$ cat src/rtl/param_ram.sv
// param_ram: small parameter storage array with a registered read port,
// a single write port and a clear sweep that zeroes one word per cycle.
//
// Optional feature macro: PARAM_RAM_BYPASS_EN
//   defined   -> same-address read-during-write returns the new write data
//   undefined -> same-address read-during-write returns the old stored word
//
// Controller states:
//   state | meaning
//   IDLE  | normal operation, read/write/clear requests are accepted
//   SWEEP | zeroing the array, one word per cycle; all requests dropped

module param_ram #(
  parameter int WIDTH  = 32,
  parameter int ADDR_W = 3
) (
  input  logic              clk,
  input  logic              rst_n,
  input  logic              en,
  input  logic              write,
  input  logic [ADDR_W-1:0] waddr,
  input  logic [WIDTH-1:0]  wdata,
  input  logic              read,
  input  logic [ADDR_W-1:0] raddr,
  output logic [WIDTH-1:0]  rdata,
  output logic              rvalid,
  input  logic              clear,
  output logic              busy
);

  localparam int DEPTH = 2 ** ADDR_W;
  localparam logic [ADDR_W-1:0] LAST_ADDR = {ADDR_W{1'b1}};

  typedef enum logic {
    IDLE  = 1'b0,
    SWEEP = 1'b1
  } state_t;

  state_t             state_q, state_d;
  logic [ADDR_W-1:0]  ptr_q, ptr_d;
  logic [WIDTH-1:0]   mem_q [DEPTH];
  logic [WIDTH-1:0]   rdata_q, rdata_d;
  logic               rvalid_q, rvalid_d;

  logic               idle;
  logic               clear_acc;
  logic               wr_acc;
  logic               rd_acc;
  logic               sweep_wr;

  // Request qualification: clear wins over read/write, everything dropped in SWEEP.
  always_comb begin
    idle      = (state_q == IDLE);
    clear_acc = idle && clear;
    wr_acc    = idle && en && write && !clear;
    rd_acc    = idle && en && read  && !clear;
    sweep_wr  = (state_q == SWEEP);
  end

  // Next-state logic for the clear controller and its sweep pointer.
  always_comb begin
    state_d = state_q;
    ptr_d   = ptr_q;
    unique case (state_q)
      IDLE: begin
        if (clear_acc) begin
          state_d = SWEEP;
          ptr_d   = '0;
        end
      end
      SWEEP: begin
        ptr_d = ptr_q + 1'b1;
        if (ptr_q == LAST_ADDR) begin
          state_d = IDLE;
          ptr_d   = '0;
        end
      end
      default: begin
        state_d = IDLE;
        ptr_d   = '0;
      end
    endcase
  end

  // Controller state and sweep pointer registers.
  always_ff @(posedge clk or negedge rst_n) begin
    if (!rst_n) begin
      state_q <= IDLE;
      ptr_q   <= '0;
    end else begin
      state_q <= state_d;
      ptr_q   <= ptr_d;
    end
  end

  // Storage array: reset clears every word, sweep zeroes the word at the pointer.
  always_ff @(posedge clk or negedge rst_n) begin
    if (!rst_n) begin
      for (int i = 0; i < DEPTH; i++) begin
        mem_q[i] <= '0;
      end
    end else if (sweep_wr) begin
      mem_q[ptr_q] <= '0;
    end else if (wr_acc) begin
      mem_q[waddr] <= wdata;
    end
  end

  // Read data selection; rdata holds when no read is accepted.
  always_comb begin
    rdata_d  = rdata_q;
    rvalid_d = rd_acc;
    if (rd_acc) begin
`ifdef PARAM_RAM_BYPASS_EN
      if (wr_acc && (waddr == raddr)) begin
        rdata_d = wdata;
      end else begin
        rdata_d = mem_q[raddr];
      end
`else
      rdata_d = mem_q[raddr];
`endif
    end
  end

  // Registered read port.
  always_ff @(posedge clk or negedge rst_n) begin
    if (!rst_n) begin
      rdata_q  <= '0;
      rvalid_q <= 1'b0;
    end else begin
      rdata_q  <= rdata_d;
      rvalid_q <= rvalid_d;
    end
  end

  assign rdata  = rdata_q;
  assign rvalid = rvalid_q;
  assign busy   = (state_q == SWEEP);

endmodule

$ cat config.mk
export PLATFORM = sky130hd
export DESIGN_NAME = param_ram
export DESIGN_NICKNAME = d
export VERILOG_FILES = /design/src/rtl/param_ram.sv
export SDC_FILE = /design/constraint.sdc
export NUM_CORES = 1
export LEC_CHECK = 0
export CAP_MARGIN = 20
export CELL_PAD_IN_SITES_DETAIL_PLACEMENT = 0
export CELL_PAD_IN_SITES_GLOBAL_PLACEMENT = 1
export CORE_MARGIN = 1.5
export CORE_UTILIZATION = 52
export DETAILED_ROUTE_END_ITERATION = 12
export PLACE_DENSITY = 0.95
export SYNTH_ARGS = -nofsm -noshare
export SYNTH_HDL_FRONTEND = slang
export SYNTH_SLANG_ARGS = --single-unit
$ cat constraint.sdc
create_clock -name clk -period 3.6 [get_ports clk]
set_clock_uncertainty 0.1 [all_clocks]
set_input_delay 0.36 -clock clk [delete_from_list [all_inputs] [get_ports clk]]
set_output_delay 0.36 -clock clk [all_outputs]
set_load 0.01 [all_outputs]
==> impl_summary.log <==
INFO  metric clock_latency_reported_for_the_late_side_of_the_worst_skew_pair = 550 ps
INFO  metric timing.critical_path.fanout_max = 32
INFO  metric slowest_stage = sky130_fd_sc_hd__dfrtp_1
INFO  metric core.rowCount = 59
INFO  metric final_hold_viol_count = 0
INFO  metric worst_stage_delay_on_the_critical_path = 580 ps
INFO  metric critical_path.cell_chain = nand4bb_1 -> nor4b_4 -> buf_4 -> mux2i_1
INFO  metric antenna_cells_inserted = 0
INFO  metric ys_seq_elements = 293
INFO  metric total_routed_wirelength = 34,100 µm
INFO  metric die-area = 27,900 µm²
INFO  metric yosys-top-cells-area = sky130_fd_sc_hd__dfrtp_1 52%, sky130_fd_sc_hd__mux2i_1 23%, sky130_fd_sc_hd__nand2_1 7.9%
INFO  metric cts_tree = yes
INFO  metric core = 26,200 µm²
INFO  metric yosys_warnings = 0
INFO  metric yosys.cell_types.count = 31
INFO  metric synthCells = 1,223
INFO  metric detail_route.first_pass.iterations = 5
INFO  metric hold_buffers = 1
INFO  metric die_height = 167 µm
INFO  metric ctsResizeCount = 0
INFO  metric synth.top_cell.area_share = 0.524
INFO  metric multiInputGateArea = 6120 µm²
INFO  metric routability_congestion = 0.741
INFO  metric post_route_cells_drive_above_1_share = 0.0919
INFO  metric antenna_found_initial = 0
INFO  metric fill_cells = 2,099
INFO  metric fin_total_pwr = 10.4 mW
INFO  metric worst_setup_start_kind = flip-flop
INFO  metric global_route.usage.total = 0.252
INFO  metric fin_area = 16,100 µm²
INFO  metric die_width = 167 µm
INFO  metric maxClockFrequency = 391 MHz
INFO  metric areaGrowthSynthToFinish = 15.1%
INFO  metric synth.yosys.seq_area_share = 0.524
INFO  metric average_vias_per_placed_instance = 5.88
INFO  metric setup_viol = 0
INFO  metric h-tree-depth = 1
INFO  metric avgRoutedWirePerCell = 20.9 µm
INFO  metric final_net_count = 1,320
INFO  metric period_utilization = 0.710
INFO  metric average_footprint_of_a_synthesized_cell = 11.4 µm²
INFO  metric overflow = 0
INFO  metric detailroute.via_count = 9,582
INFO  metric criticalPathCategory = reg -> reg
INFO  metric initial_utilization = 0.534
INFO  metric synthDominantAreaCellType = sky130_fd_sc_hd__dfrtp_1
INFO  metric power_per_cell_area = 647 nW/µm²
INFO  metric layout.area.seq = 7330 µm²
INFO  metric max-vdd-ir-drop = 0.356 mV
INFO  metric worst_slew_margin = 0.348
INFO  metric clock_pin_slew_worst_setup_and_hold_paths = 60 ps
INFO  metric hold_path.class = in -> async
INFO  metric grt_setup_unrepaired = false
INFO  metric drt_iter0_drc = 808
INFO  metric first_global_vias = 10,200
INFO  metric post_cts_buffers = 0
INFO  metric detailed_place.area = 15,100 µm²
INFO  metric port_buffers = 77
INFO  metric worstSetupEndpointType = flip-flop
INFO  metric cell_area_after_synthesis = 14,000 µm²
INFO  metric cts_buffers = 30
INFO  metric detailed_place_hpwl = 19,000 µm
INFO  metric maxCapViolations = 0
INFO  metric tritoncts_num_sinks = 293
INFO  metric critical_path_arrival = 2920 ps
INFO  metric timing_max_transition_violations_final = 0
INFO  metric route.antenna.remaining_nets = 0
INFO  metric setup_total_negative_slack = 0 ps
INFO  metric static-leakage-power = 8.19 nW
INFO  metric syn_nets = 1,269
INFO  metric count_of_boundary_i_o_pins = 78
INFO  metric clock_tree.buffer_depth = 3
INFO  metric worst_pin_slew = 977 ps
INFO  metric status = complete, no violations
INFO  metric drc_errors = 0
INFO  metric first_pass_grt_wire_length = 55,600 µm
INFO  metric cp.required = 3970 ps
INFO  metric final_period_minus_worst_setup_slack = 2550 ps
INFO  metric grt_max_degree = 111
INFO  metric clockRootBuffer = sky130_fd_sc_hd__clkbuf_16
-- cells in the final DEF, fill, tap and decap left out, types with 3 or more instances in the layout --
| master | netlist | final |
|---|---|---|
| sky130_fd_sc_hd__clkbuf_16 | 0 | 31 |
| sky130_fd_sc_hd__buf_8 | 0 | 3 |
| sky130_fd_sc_hd__clkinv_2 | 0 | 8 |
| sky130_fd_sc_hd__buf_12 | 0 | 5 |
| sky130_fd_sc_hd__mux2_1 | 45 | 45 |
| sky130_fd_sc_hd__clkbuf_8 | 0 | 8 |
| sky130_fd_sc_hd__buf_4 | 8 | 27 |
| sky130_fd_sc_hd__inv_1 | 33 | 33 |
| sky130_fd_sc_hd__dfrtp_1 | 293 | 293 |
| sky130_fd_sc_hd__mux2_2 | 19 | 19 |
| sky130_fd_sc_hd__nand4bb_2 | 0 | 3 |
| sky130_fd_sc_hd__a22o_1 | 33 | 33 |
| sky130_fd_sc_hd__o22ai_1 | 32 | 32 |
| sky130_fd_sc_hd__nand2_1 | 293 | 293 |
| sky130_fd_sc_hd__o31ai_1 | 32 | 32 |
| sky130_fd_sc_hd__clkdlybuf4s50_1 | 0 | 75 |
| sky130_fd_sc_hd__nand4b_1 | 3 | 3 |
| sky130_fd_sc_hd__mux2i_1 | 320 | 320 |
| sky130_fd_sc_hd__clkbuf_1 | 47 | 3 |
-- flip-flops by register name (all words and copies together) (netlist names) --
signal	cells
rdata	32
rvalid	1
busy	1
ptr_q	3
mem_q	256
-- metrics by stage --
| step | instances | util | setup slack, ps | hold WS, ps |
|---|---|---|---|---|
| after floorplan | 1223 | - | 1830 | -35.6 |
| after global placement | 1574 | 0.575 | 849 | 368 |
| after detailed placement | 1574 | 0.575 | 775 | 370 |
| after CTS | 1628 | 0.613 | 986 | 384 |
| after global routing | 1630 | 0.614 | 899 | 404 |
| final | 1630 | 0.614 | 1050 | 331 |
-- final timing paths --
path | start | end | slack, ps | cells past startpoint
max reg2reg | busy$_DFF_PN0_ | mem_q[163]$_DFFE_PN0P_ | 1050 | 4
max in group asynchronous | rst_n | mem_q[49]$_DFFE_PN0P_ | 1880 | 3
min | rst_n | mem_q[33]$_DFFE_PN0P_ | 330 | 2
min in group clk | rdata[7]$_DFFE_PN0P_ | rdata[7]$_DFFE_PN0P_ | 380 | 2
min reg2reg | rdata[7]$_DFFE_PN0P_ | rdata[7]$_DFFE_PN0P_ | 380 | 2
max | busy$_DFF_PN0_ | mem_q[163]$_DFFE_PN0P_ | 1050 | 4
-- power breakdown --
part	internal [mW]	switching, mW
Clock	1.79	1.29
Combinational	1.18	1.48
Sequential	4.16	0.517
Total	7.13	3.29
-- worst max-delay path, delay by kind of cell, from the launching register on --
family / cells / cell delay, ps
buf+inv: 1 / 580
flops: 1 / 580
mux: 1 / 280
simple gates: 2 / 910
-- cell usage after synthesis, drive strengths merged --
| cell | count |
|---|---|
| inv | 33 |
| nand2b | 2 |
| nand3 | 1 |
| o22ai | 32 |
| clkbuf | 47 |
| nor4b | 2 |
| buf | 46 |
| nor2 | 3 |
| ha | 2 |
| nor4 | 1 |
| nand4bb | 5 |
| nand2 | 293 |
| nor3 | 1 |
| dfrtp | 293 |
| or4b | 1 |
| mux2 | 64 |
| nor2b | 1 |
| nand4 | 2 |
| mux2i | 320 |
| o21ai | 2 |
| a22o | 33 |
| nor4bb | 1 |
| nand4b | 5 |
| a21oi | 1 |
| o31ai | 32 |
-- routing by layer --
metal	vias up	GRT usage	part of all wire
met4	0	0.0909	0.029
met3	69	0.0335	0.049
li1	4334	-	-
met5	-	0	0
met2	265	0.422	0.49
met1	4914	0.338	0.44
-- kinds of logic after synthesis --
| kind of cell | count (synthesis) | synth area share |
|---|---|---|
| muxes | 384 | 0.281 |
| and+or+nand+nor | 318 | 0.0981 |
| DFF | 293 | 0.524 |
| buffers and inverters | 126 | 0.0419 |
| AOI/OAI and AO/OA | 100 | 0.0532 |
| adders and majority gates | 2 | 0.00179 |
-- layout make-up --
type                    instances  share of cell area
inverters                      33             0.00769
repair buffers                112              0.0696
clock buffers                  42              0.0557
multi-input cells             804               0.380
flip-flops and latches        293               0.455
clock inverters                11             0.00528
well taps                     335              0.0260
Note: power is estimated with default switching activity, not from simulation.
==> RTL change 1 (same settings) <==
Change the parameter `WIDTH` from 32 to 16.
--- a/src/rtl/param_ram.sv
+++ b/src/rtl/param_ram.sv
@@ -11,7 +11,7 @@
 //   SWEEP | zeroing the array, one word per cycle; all requests dropped
 
 module param_ram #(
-  parameter int WIDTH  = 32,
+  parameter int WIDTH  = 16,
   parameter int ADDR_W = 3
 ) (
   input  logic              clk,
Interface: changed (resized rdata and wdata); port bits go from 78 to 46. The function was not compared with the original's and may differ.
==> RTL change 1 against the unedited design <==
- sequential cell count shrank 144
- via count shrank 47%
- global-route usage grew 1.2 points
- total power shrank 45%
- synthesized area shrank 48%
- worst setup slack gained 0.34 ns
- critical path type unchanged
- critical path depth shrank 1
- cell area shrank 48%
- wire length shrank 47%
==> RTL change 1: results (changes against the unedited design) <==
Outcome
  – Status: finished clean

Synthesis
  – Post-synth net total: 664 (-48%)
  – Mux share of post-synthesis cell area: 0.2717 (-0.008923)
  – Post-synth top cells: 160 x mux2i_1, 149 x dfrtp_1, 149 x nand2_1
  – Cell variety after synth: 29 (-6.5%)
  – Complex-gate fraction of the synthesized area: 0.05320 (about the same)
  – Mapped Cells: 634 (-48%)

Worst setup path
  – R2R setup slack: 1.38 ns (+0.34 ns)
  – Crit-path max FO: 17 (-47%)
  – R2r worst-path depth: 3 (-1)
  – Worst flop-to-flop path endpoint: mem_q[107]
  – CP arrival: 2.41 ns (-0.51 ns)
  – Worst path max stage delay: 0.88 ns (+0.30 ns)
  – Slowest-stage cell, CP: nand4bb_1

STA
  – Period utilization: 0.6159 (-0.09373)
  – Worst Tran Pin Value: 0.9993 ns (+0.02271 ns)

Clocking
  – Num CTS Buffers: 17 (-43%)
  – Clock Latency Late Sink: 0.43 ns (-0.12 ns)
  – Clock tree buffer depth: 2 (-1)
  – CTS H-tree lvls: 4 (+3)

Detailed routing
  – WL met2: 9129 um (-45%)
  – Routed length on met1: 7545 um (-49%)
  – Routed met3 length: 859 um (-49%)
  – Vias per inst: 5.975 (+1.6%)
  – Via count: 5109 (-47%)

Hold path
  – Hold Path Class: reg -> reg

Power
  – NetSw: 1.774 mW (-46%)
  – LEAKAGE: 4.191 nW (-49%)
  – Clock-net power: 1.96 mW (-36%)
  – VDD IR max: 0.3123 mV (-12%)
  – Seq group: 2.42 mW (-48%)
  – PwrDens: 684.4 nW/um2 (+5.7%)

Global route
  – Grt met1 use: 0.3350 (-0.002962)
  – Largest net degree at the start of global routing: 87 (-22%)
  – First-pass GRT wire length: 28900 um (-48%)
  – Global routing met2 resource utilization: 0.4418 (+0.01935)
  – Vias in the first global route: 5455 (-46%)
  – Overall global routing resource usage: 0.2646 (+0.01209)
  – Grt met3 use: 0.04670 (+0.01319)

Place
  – Dpl cells: 822 (-48%)
  – Cell Area, Placed: 7772 um2 (-48%)
  – Placer Congestion: 0.8110 (+9.4%)
  – I/O Buffers: 45 (-42%)
  – Dpl ws: 1.240 ns (+0.4646 ns)
  – Post-DP HPWL: 11180 um (-41%)

Final layout
  – Fin nets: 696 (-47%)
  – Layout cells sized above 1: 0.1311 (+0.03918)
## RTL change 1: changes by cell type after synthesis, moves of 13 or more
cell,change
mux2i_1,-160
dfrtp_1,-144
nand2_1,-144
mux2_1,-45
clkbuf_1,-22
buf_2,-20
a22o_1,-16
inv_1,-16
o22ai_1,-16
o31ai_1,-16
mux2_2,+13
## RTL change 1: final cells by class
class | instances | area, um2
Sequential cell | 149 | 3729
Multi-Input combinational cell | 420 | 3188
Timing Repair Buffer | 61 | 581.8
Tap cell | 176 | 220.2
Fill cell | 1003 | 4961
Clock buffer | 19 | 452.9
Clock inverter | 13 | 203.9
Inverter | 17 | 63.81
## RTL change 1: how the worst min path moves through the flow
stage               slack (ns)          to  cells past startpoint     start
finish                    0.38    rdata[0]                      2  rdata[0]
global placement          0.37  mem_q[115]                      1     rst_n
floorplan                -0.04        busy                      0     rst_n
CTS                       0.38    rdata[5]                      2  rdata[5]
global route              0.41    rdata[2]                      2  rdata[2]
detailed placement        0.37    rdata[5]                      2  rdata[5]
==> RTL change 2 (config.mk and constraints unchanged) <==
Made on the original files. Add an input register stage for `en`, `write`, `read` and `clear`, without a reset; this delays them by one clock. The other inputs are not delayed to match. Comments in the files are not updated.
--- a/src/rtl/param_ram.sv
+++ b/src/rtl/param_ram.sv
@@ -36,6 +36,18 @@
     SWEEP = 1'b1
   } state_t;
 
+  logic en_q;
+  logic write_q;
+  logic read_q;
+  logic clear_q;
+
+  always_ff @(posedge clk) begin
+    en_q    <= en;
+    write_q <= write;
+    read_q  <= read;
+    clear_q <= clear;
+  end
+
   state_t             state_q, state_d;
   logic [ADDR_W-1:0]  ptr_q, ptr_d;
   logic [WIDTH-1:0]   mem_q [DEPTH];
@@ -51,9 +63,9 @@
   // Request qualification: clear wins over read/write, everything dropped in SWEEP.
   always_comb begin
     idle      = (state_q == IDLE);
-    clear_acc = idle && clear;
-    wr_acc    = idle && en && write && !clear;
-    rd_acc    = idle && en && read  && !clear;
+    clear_acc = idle && clear_q;
+    wr_acc    = idle && en_q && write_q && !clear_q;
+    rd_acc    = idle && en_q && read_q && !clear_q;
     sweep_wr  = (state_q == SWEEP);
   end
 
Function: changed (a bounded check fails within 4 cycles, from zero or initial values and one cycle with rst_n low).
==> RTL change 2 against the unedited design <==
- total power rose by 4.7%
- wire length fell by 0.53%
- combinational power rose by 3%
- synthesized area rose by 0.59%
- sequential power rose by 3%
- via count fell by 0.55%
- global-route usage fell by 0.40 points
- sequential cell count rose by 4
- cell area rose by 0.76%
- critical path depth rose by 1
- hold slack got worse by 0.19 ns
- first-iteration DRC count fell by 17%
- worst setup slack got worse by 0.0067 ns
- critical path type unchanged
- largest power group unchanged
==> RTL change 2: results (changes against the unedited design) <==
Outcome
  – Status: finished clean

Place
  – Dpl ws: 0.8545 ns (+0.07910 ns)
  – Cell Area, Placed: 15150 um2 (+0.46%)
  – Post-DP HPWL: 19910 um (+4.6%)
  – Placer Congestion: 0.7506 (+1.3%)

Final layout
  – Fin cells: 1640 (+0.61%)
  – NonClk Buf Share: 0.06718 (-0.002376)
  – Fill cells: 2162 (+3.0%)
  – Buffers, non-clock: 110 (-1.8%)
  – Fin nets: 1323 (+0.23%)
  – Clock buffers: 48 (+14%)
  – Layout cells sized above 1: 0.07929 (-0.01260)
  – Fin util: 0.6070 (-0.007349)
  – Clock-cell share: 0.06563 (+0.004629)

Worst setup path
  – CP arrival: 2.89 ns (-0.03 ns)
  – R2r worst-path depth: 5 (+1)

Power
  – Seq group: 4.83 mW (+3%)
  – Sw Share: 0.3111 (-0.004352)
  – LEAKAGE: 8.242 nW (+0.67%)
  – Power share of the combinational group: 0.251 (-0.004)
  – Comb. pwr: 2.74 mW (+3%)

Clocking
  – Num CTS Buffers: 31 (+3.3%)
  – Clock Latency Late Sink: 0.57 ns (+0.02 ns)

Global route
  – Overall global routing resource usage: 0.2485 (-0.003965)
  – Largest net degree at the start of global routing: 108 (-2.7%)

Synthesis
  – Sequential fraction of the synthesis area: 0.5270 (+0.002615)
  – Ys async rst share: 0.9865 (-0.01347)
  – Cell variety after synth: 32 (+3.2%)
  – Post-synth top cells: 320 x mux2i_1, 293 x dfrtp_1, 293 x nand2_1
  – Area contributors post-synth: dfrtp_1 52%, mux2i_1 23%, nand2_1 7.8%
  – Post-synth net total: 1273 (+0.32%)

Detailed routing
  – DR WL/cell: 20.66 um (-1.1%)
  – Via count: 9529 (-0.55%)
  – Initial DRC count: 672 (-17%)

STA
  – Worst slew margin: 0.2989 (-0.04908)
RTL change 2: cell count changes after synthesis, sizes merged:
cell   delta
dfxtp     +4
RTL change 2: worst max-delay path: stages, from the launching register on:
cell,delay [ns]
dfrtp_1,0.57
nor4bb_1,0.33
buf_4,0.19
nand4b_2,0.66
buf_12,0.44
mux2i_1,0.14
RTL change 2: layer usage:
layer  share of wire  routed length, um  track usage
met1            0.44              15000       0.3379
met2            0.48              16380       0.4183
met3           0.049               1677      0.03214
met4           0.024                826      0.07403
met5               0                  0            0
RTL change 2: how the worst min path moves through the flow:
stage | to | slack (ns)
global placement | busy | 0.37
finish | clear_q | 0.15
CTS | clear_q | 0.13
global route | clear_q | 0.15
detailed placement | busy | 0.37
floorplan | busy | -0.04
RTL change 2: kinds of logic after synthesis:
logic type,count (synthesis),share of synthesized area
multiplexers,384,0.2790
AND/OR/NAND/NOR,318,0.09750
flip-flops,297,0.5270
buffers and inverters,126,0.04181
AO/OA/AOI/OAI,100,0.05293
adder cells (fa/ha/maj),2,0.001779
